## src/rtl/mem_stage_pkg.sv

```systemverilog
// Shared encodings for the memory stage: access widths, writeback sources, default widths.
// No logic; constants only.
// Not applicable (no flow control).
package mem_stage_pkg;

    localparam int NB_DATA_DEFAULT = 32;
    localparam int NB_REG_DEFAULT  = 5;

    // Access size encodings; 2'b11 is handled as a word access
    localparam logic [1:0] MEM_BYTE = 2'b00;
    localparam logic [1:0] MEM_HALF = 2'b01;
    localparam logic [1:0] MEM_WORD = 2'b10;

    // Writeback source encodings carried through mem_to_reg
    localparam logic [1:0] WB_MEM = 2'b00;
    localparam logic [1:0] WB_ALU = 2'b01;
    localparam logic [1:0] WB_PC  = 2'b10;

endpackage

```

## src/rtl/mem_stage_data_memory.sv

```systemverilog
// Word-organised data memory with per-byte write enables and two async read ports.
// Writes land at the rising edge; both reads are combinational.
// No backpressure; the caller gates byte_en to suppress writes.
module data_memory #(
    parameter int NB_DATA     = 32,
    parameter int NB_MEM_ADDR = 5
) (
    input  logic                   clock,
    input  logic [NB_DATA/8-1:0]   byte_en,
    input  logic [NB_MEM_ADDR-1:0] addr,
    input  logic [NB_DATA-1:0]     wdata,
    output logic [NB_DATA-1:0]     rdata,
    input  logic [NB_MEM_ADDR-1:0] debug_addr,
    output logic [NB_DATA-1:0]     debug_data
);

    logic [NB_DATA-1:0] mem [2**NB_MEM_ADDR];

    // Byte-lane write; contents are deliberately not reset
    always_ff @(posedge clock) begin
        for (int i = 0; i < NB_DATA/8; i++) begin
            if (byte_en[i]) begin
                mem[addr][8*i +: 8] <= wdata[8*i +: 8];
            end
        end
    end

    assign rdata      = mem[addr];
    assign debug_data = mem[debug_addr];

endmodule

```

## src/rtl/mem_stage.sv

```systemverilog
// Memory access stage plus MEM/WB register: lane steering, load extension, alignment check.
// 1 cycle from inputs to all registered outputs (debug read also 1 cycle).
// enable_i=0 freezes the MEM/WB register and blocks stores; debug read keeps running.
module mem_stage
    import mem_stage_pkg::*;
#(
    parameter int NB_DATA     = NB_DATA_DEFAULT,
    parameter int NB_MEM_ADDR = 5,
    parameter int NB_PC       = 7,
    parameter int NB_REG      = NB_REG_DEFAULT
) (
    input  logic                   clock,
    input  logic                   reset,
    input  logic                   enable_i,
    input  logic [NB_DATA-1:0]     alu_result_i,
    input  logic [NB_DATA-1:0]     write_data_i,
    input  logic                   mem_read_i,
    input  logic                   mem_write_i,
    input  logic [1:0]             mem_width_i,
    input  logic                   mem_unsigned_i,
    input  logic [1:0]             mem_to_reg_i,
    input  logic                   reg_write_i,
    input  logic [NB_REG-1:0]      write_reg_i,
    input  logic [NB_PC-1:0]       pc_i,
    input  logic [NB_MEM_ADDR-1:0] debug_addr_i,
    output logic [NB_DATA-1:0]     mem_data_o,
    output logic [NB_DATA-1:0]     alu_result_o,
    output logic [NB_PC-1:0]       pc_o,
    output logic [1:0]             mem_to_reg_o,
    output logic                   reg_write_o,
    output logic [NB_REG-1:0]      write_reg_o,
    output logic                   misalign_o,
    output logic [NB_DATA-1:0]     debug_data_o
);

    localparam int NB_LANES = NB_DATA/8;

    logic [NB_MEM_ADDR-1:0] word_idx;
    logic [1:0]             byte_off;
    logic                   misaligned;
    logic                   store_en;
    logic [NB_LANES-1:0]    lane_en;
    logic [NB_LANES-1:0]    mem_be;
    logic [NB_DATA-1:0]     store_data;
    logic [NB_DATA-1:0]     rd_word;
    logic [NB_DATA-1:0]     dbg_word;
    logic [7:0]             ld_byte;
    logic [15:0]            ld_half;
    logic [NB_DATA-1:0]     ld_ext;
    logic [NB_DATA-1:0]     ld_result;

    // Upper address bits are dropped so accesses wrap around the memory
    assign word_idx = alu_result_i[NB_MEM_ADDR+1:2];
    assign byte_off = alu_result_i[1:0];

    // Alignment check, lane enables and replicated store data per access size
    always_comb begin
        misaligned = 1'b0;
        lane_en    = '1;
        store_data = write_data_i;
        case (mem_width_i)
            MEM_BYTE: begin
                lane_en    = NB_LANES'(1) << byte_off;
                store_data = {NB_LANES{write_data_i[7:0]}};
            end
            MEM_HALF: begin
                misaligned = byte_off[0];
                lane_en    = byte_off[1] ? 4'b1100 : 4'b0011;
                store_data = {(NB_LANES/2){write_data_i[15:0]}};
            end
            default: misaligned = (byte_off != 2'b00);
        endcase
    end

    // A store in a reset or frozen cycle, or a misaligned one, must not touch memory
    assign store_en = reset & enable_i & mem_write_i & ~misaligned;
    assign mem_be   = store_en ? lane_en : '0;

    data_memory #(
        .NB_DATA     (NB_DATA),
        .NB_MEM_ADDR (NB_MEM_ADDR)
    ) u_dmem (
        .clock      (clock),
        .byte_en    (mem_be),
        .addr       (word_idx),
        .wdata      (store_data),
        .rdata      (rd_word),
        .debug_addr (debug_addr_i),
        .debug_data (dbg_word)
    );

    // Select the addressed byte/half and extend; a simultaneous store forces zero
    always_comb begin
        ld_byte = rd_word[{byte_off, 3'b000} +: 8];
        ld_half = byte_off[1] ? rd_word[16 +: 16] : rd_word[0 +: 16];
        ld_ext  = rd_word;
        case (mem_width_i)
            MEM_BYTE: ld_ext = {{(NB_DATA-8){ld_byte[7] & ~mem_unsigned_i}}, ld_byte};
            MEM_HALF: ld_ext = {{(NB_DATA-16){ld_half[15] & ~mem_unsigned_i}}, ld_half};
            default:  ld_ext = rd_word;
        endcase
        ld_result = (mem_read_i & ~mem_write_i & ~misaligned) ? ld_ext : '0;
    end

    // MEM/WB register: cleared by reset, held while enable_i is low
    always_ff @(posedge clock) begin
        if (!reset) begin
            mem_data_o   <= '0;
            alu_result_o <= '0;
            pc_o         <= '0;
            mem_to_reg_o <= '0;
            reg_write_o  <= 1'b0;
            write_reg_o  <= '0;
            misalign_o   <= 1'b0;
        end else if (enable_i) begin
            mem_data_o   <= ld_result;
            alu_result_o <= alu_result_i;
            pc_o         <= pc_i;
            mem_to_reg_o <= mem_to_reg_i;
            reg_write_o  <= reg_write_i;
            write_reg_o  <= write_reg_i;
            misalign_o   <= (mem_read_i | mem_write_i) & misaligned;
        end
    end

    // Debug read runs every cycle regardless of pipeline freeze
    always_ff @(posedge clock) begin
        if (!reset) begin
            debug_data_o <= '0;
        end else begin
            debug_data_o <= dbg_word;
        end
    end

endmodule
```

## config.mk

```make
export PLATFORM = sky130hd
export DESIGN_NAME = mem_stage
export DESIGN_NICKNAME = d
export VERILOG_FILES = /design/src/rtl/mem_stage_pkg.sv /design/src/rtl/mem_stage_data_memory.sv /design/src/rtl/mem_stage.sv
export SDC_FILE = /design/constraint.sdc
export NUM_CORES = 1
export LEC_CHECK = 0
export BUFFER_PORTS_ARGS = -buffer_cell sky130_fd_sc_hd__buf_4
export CORE_MARGIN = 2
export CORE_UTILIZATION = 35
export CTS_CLUSTER_DIAMETER = 40
export DETAILED_ROUTE_END_ITERATION = 8
export SYNTH_ARGS = -nofsm -noshare
export SYNTH_HDL_FRONTEND = slang
export SYNTH_SLANG_ARGS = --single-unit
```

## constraint.sdc

```tcl
create_clock -name clock -period 3.6 [get_ports clock]
set_input_delay 0 -clock clock [delete_from_list [all_inputs] [get_ports clock]]
set_output_delay 0 -clock clock [all_outputs]
set_load 0.02 [all_outputs]
```

; After elaboration in Yosys (flattened, before gate mapping)
; Memory sizes are Yosys's and may differ from the RTL's. A register that Yosys moved wholly into a read port is not among the register bits.
; Cells that the tools add are included.
[word_totals]
ramBits = 1024
memories = 1
regBits = 80
input_bits = 92
[memory_table]
columns = memory, depth, word_bits, read_ports, rd_clocked_by_memory_dff, write_ports, line
row1 = u_dmem.mem, 32, 32, 2, 1, 1, mem_stage_data_memory.sv:17  ; logic [NB_DATA-1:0] mem [2**NB_MEM_ADDR];
[op_classes]
reduce_logical = 3
bitwise = 12
shift = 2
eq_ne = 1
n_mux = 16
[op_table]
columns = cell, n
row1 = 32-bit case mux with 2 select lines, 2
row2 = 32-bit 2-to-1 mux, 1
row3 = 32-bit by 6-bit indexed part select with 8-bit output, 1
row4 = 16-bit 2-to-1 mux, 1
row5 = 1-bit bitwise AND, 8
row6 = 1-bit 2-to-1 mux, 8
row7 = 4-bit 2-to-1 mux, 2
row8 = 4-bit case mux with 2 select lines, 1
row9 = "1-bit by 2-bit left shift with 4-bit output, first input constant", 1
row10 = 1-bit NOT, 3
row11 = "2-bit by 1-bit equality test with 1-bit output, second input constant", 1
row12 = 2-bit logical NOT, 1
row13 = 1-bit case mux with 2 select lines, 1
row14 = 2-bit nonzero test, 1
row15 = 1-bit logical NOT, 1
row16 = 1-bit OR, 1

; Depth between registers and ports, before layout
[logic_depth]
depth_word = 7
ltp_mapped = 14
depth_no_buf = 7

; Cells and area by module
; Synthesis repeated with hierarchy kept, for this count alone.
[unflattened]
hier_cells = 3335
area_unflattened_um2 = 52277.6
[by_module_without_submodules]
columns = module, cells_each, n_inst, area_each_um2
row1 = data_memory, 2866, 1, 47596.9
row2 = mem_stage, 469, 1, 4680.7

; Least setup slack after synthesis
; No wires, ideal clock.
[synth_timing]
path_kind = input port to flip-flop
from = in alu_result_i[3]
to = mem u_dmem.mem[26][0] (enable)
stages = 12
path_slack_ns = 0.885
setup_time_ns = 0.370
arrival_time_ns = 2.344
path_cell_list = buf_2 -> buf_4 -> buf_4 -> buf_4 -> buf_2 -> buf_2 -> buf_2 -> buf_2 -> nor2b_1 -> buf_2 -> nand2_1 -> nor2_1
[synth_lines]
columns = item, line
row1 = start: declaration, mem_stage.sv:15  ; input logic [NB_DATA-1:0] alu_result_i,
row2 = end: declaration, mem_stage_data_memory.sv:17
; Straight into the memory's write port.

; Worst setup path in the final report
[layout_timing]
from = in alu_result_i[6]
to = reg mem_data_o[9]
[layout_via]
elab_chain_cells = 5
elab_cells_between_ends = 6
classes_between = 1 x shift / 3 x mux / 1 x bitwise / 1 x memory
[layout_lines]
columns = item, line
row1 = memory read 32 x 32 bit (*), -
row2 = 32-bit by 6-bit indexed part select with 8-bit output, mem_stage.sv:94  ; ld_byte = rd_word[{byte_off, 3'b000} +: 8];
row3 = 1-bit bitwise AND, mem_stage.sv:98  ; MEM_BYTE: ld_ext = {{(NB_DATA-8){ld_byte[7] & ~mem_unsigned_i}}, ld_byte};
row4 = 32-bit case mux with 2 select lines (*), mem_stage.sv:97  ; case (mem_width_i)
row5 = 32-bit 2-to-1 mux (*), mem_stage.sv:102  ; ld_result = (mem_read_i & ~mem_write_i & ~misaligned) ? ld_ext : '0;
row6 = end signal: assignment, mem_stage.sv:116  ; mem_data_o <= ld_result;
row7 = end: declaration, mem_stage.sv:26  ; output logic [NB_DATA-1:0] mem_data_o,
; Mark *: on every way between the ends. The rest lies on a longest branch, timed or not.
; A chain may end at the register's enable or synchronous reset.

==> summary.txt <==
Synthesis
  – Syn_area_per_cell: 18.8 µm²
  – Yosys top cell area share: 0.592
  – Post-synth top flop: edfxtp_1
  – Ys async rst share: 0
  – Area leader, netlist: edfxtp_1
  – Number of synthesis warnings: 0
  – Synthesized area: 51,900 µm²
  – Synthesized Nets: 2,860
  – Syn Inst Count: 2,768
  – Synth unique cells: 64
  – EDFF count, synth: 1,024
  – Yosys reg bits: 1,136
  – Area contributors post-synth: edfxtp_1 59%, mux4_2 23%, dfxtp_1 4.3%
  – Seq/Total Area, Yosys: 0.636

Timing
  – Fin. Hold Viols: 0
  – Final Max Tran Viols: 0
  – TNS Setup: 0 ns
  – Fmax: 0.281 GHz
  – Hold slack: 0.0497 ns
  – Relative slew slack: 0.110
  – Unrepaired setup endpoints after global routing: no
  – PnR worst setup slack: 0.0379 ns
  – Final clock skew: 0.0335 ns
  – Tmin final: 3.56 ns
  – Final worst-path cycle share: 0.989
  – Setup-failing EPs final: 0
  – Least-Margin Pin Slew: 1.34 ns

Detailed routing
  – Drt via density: 5.95
  – Final ANT Viol Nets: 0
  – First-pass detailed-route iteration total: 6
  – Routed met2 length: 82,000 µm
  – Routed via count: 31,800
  – Post-Route WL: 174,000 µm
  – DRC: 0
  – Metal-1 WL: 67,600 µm
  – DR iter-0 viols: 4,310
  – Met3 wire len: 17,200 µm
  – WL per Instance: 32.5 µm
  – Top layer in use: met4

Worst setup path
  – Critical Path Start: alu_result_i[6]
  – Crit path max-delay family: buffers and inverters
  – Worst setup path class: in2reg
  – Worst path buffer plus inverter count: 5
  – Critical Path AT: 4.30 ns
  – Worst Setup Start Kind: input pin
  – RR Startpoint: u_dmem.mem[0][25]
  – CP max-delay cell: and3b_2
  – Required time of the critical path: 4.34 ns
  – Cell chain of the critical path: dlygate4sd3_1, buf_4, buf_4, and3b_2, a22oi_1, o2111ai_1, nand3_1, dlygate4sd3_1, a31oi_1, dlygate4sd3_1
  – CP Max Fanout: 24
  – Slowest cell delay on critical path: 0.96 ns
  – CP dominant cell by count: dlygate4sd3_1
  – Crit. End Element: register

Floorplan
  – Initial cell density of the core: 0.352
  – Die height: 389 µm
  – Die Wd: 389 µm
  – Full die area: 151,000 µm²
  – Rows: 141
  – Ports: 204
  – Core Region: 147,000 µm²

Finish
  – Layout cells sized above 1: 0.374
  – Area grow syn2layout: 24.0%
  – Fill count: 12,700
  – Nets@finish: 3,377

Power
  – Max VDD drop: 0.000394 V
  – PD cells: 541 nW/µm²
  – Lkg Pwr: 0.0216 µW

Worst hold path
  – Worst hold path class: in2reg
  – Hold path start: write_data_i[8]

CTS
  – Num CTS Buffers: 163
  – # H-tree levels: 4
  – CTS Sinks: 1,136
  – Skew-Pair Late Insertion Delay: 0.80 ns
  – Root Driver: clkbuf_16
  – Clk buf depth: 3
  – Worst-path clk slew: 0.05 ns
  – CTS tree: done
  – Post-CTS setup buffer count: 0

Placement
  – Port Buffer Count: 203
  – Dpl ws: 0.412 ns
  – Gpl congestion: 0.982
  – DP Wirelength: 118,000 µm

Job
  – Number of max-cap violations: 0

Global route
  – Largest net degree at the start of global routing: 69
  – Grt ovf: 0
  – Initial antenna violation count: 8
  – Number of global-route vias before repair: 31,700
  – Total track usage: 0.227
  – First-pass GRT wire length: 242,000 µm

Outcome
  – Outcome: finished clean
[worst reg2reg max path, cell delays in order, from the launching register on]
cell and delay [ns]:
edfxtp_1 0.39, mux4_2 0.49, mux2_2 0.31, nand2_1 0.08
o2111ai_1 0.44, nand3_1 0.25, dlygate4sd3_1 0.58, a31oi_1 0.09
dlygate4sd3_1 0.57
[final cells by class]
class,instances,area [µm²],share of cell area
tap,1930,2410,0.0375
inverter,4,15.0,0.000233
multi-input combinational,1405,18000,0.280
timing repair buffer,575,4970,0.0772
antenna,2,5.00,0.0000778
clock inverter,117,1700,0.0265
sequential,1136,33000,0.513
clock buffer,184,4270,0.0664
[synth_stat cells (26+ instances only)]
cell and n:
mux4_2 524, buf_2 50, a22oi_1 70, o21ai_0 28
nor2b_1 92, dfxtp_1 112, mux2_2 29, o22ai_1 38
edfxtp_1 1024, nor2_1 162, nand2_1 67, clkbuf_1 129
mux2i_1 198, buf_1 26
[layer usage]
metal / vias to the layer above / global-route usage
met4: 0 / 0.0867
met1: 16800 / 0.302
li1: 12800 / -
met2: 1917 / 0.360
met5: - / 0
met3: 318 / 0.0553
[registers in the layout, summed over array words and instances (netlist names), 2 cells and up]
register and flops:
u_dmem.mem 1024, mem_to_reg_o 2, pc_o 7, mem_data_o 32, write_reg_o 5, debug_data_o 32, alu_result_o 32
[layout by cell type (no fill, tap or decap), types with 8 or more instances in the layout]
master	n
a21oi_1	14
a22oi_1	70
clkbuf_1	14
dfxtp_1	112
bufinv_16	34
inv_8	8
clkinvlp_4	8
dlygate4sd3_1	147
nor2_1	162
mux4_2	524
o21ai_0	20
clkbuf_16	167
nand4_1	14
edfxtp_1	1024
inv_6	10
mux2_2	29
a221o_1	8
clkinv_2	20
nor2b_1	91
o22ai_1	38
nand3_1	19
buf_4	403
mux2i_1	198
o211ai_1	13
o21ai_2	8
nand2_1	67
a31oi_1	8
buf_12	20
clkinv_1	19
[timing repair]
action,4_1_cts,5_1_grt
hold buffers,147,0
setup endpoints to repair,0,1
gates resized for setup,0,2
endpoints found under the hold margin,444,0
[through the flow]
| step | total power (µW) | cell area (µm²) | instances | util |
|---|---|---|---|---|
| 2_1_floorplan | 16400 | 51900 | 2768 | - |
| 3_3_place_gp | 17500 | 56900 | 4903 | 0.386 |
| 3_5_place_dp | 17500 | 56900 | 4903 | 0.386 |
| 4_1_cts | 35000 | 64300 | 5351 | 0.436 |
| 5_1_grt | 35600 | 64400 | 5352 | 0.436 |
| 6_report | 34800 | 64400 | 5353 | 0.436 |
[kinds of logic (layout without fill, tap and decap cells)]
kind of cell	count (synthesis)	in the layout	share of synthesized area
AOI/OAI and AO/OA	235	235	0.0330
buffers and inverters	227	880	0.0193
DFF	1136	1136	0.636
muxes	751	751	0.272
other	0	2	0
and+or+nand+nor	419	419	0.0403
[worst paths after layout]
check                                           to  slack, ns  cells after the start
worst max-delay path                 mem_data_o[9]       0.04                     10
worst max register to register       mem_data_o[9]       0.29                      8
worst min-delay path            u_dmem.mem[28][24]       0.05                      4
worst min register to register          misalign_o       0.48                      2
[power by group]
| part | leakage [µW] | internal, µW | switching [µW] |
|---|---|---|---|
| sequential | 0.0100 | 14500 | 46.8 |
| clock | 0.00290 | 11100 | 6330 |
| combinational | 0.00861 | 1160 | 1660 |
| total | 0.0216 | 26800 | 8030 |
No activity file was read; power rests on OpenSTA's default activity.
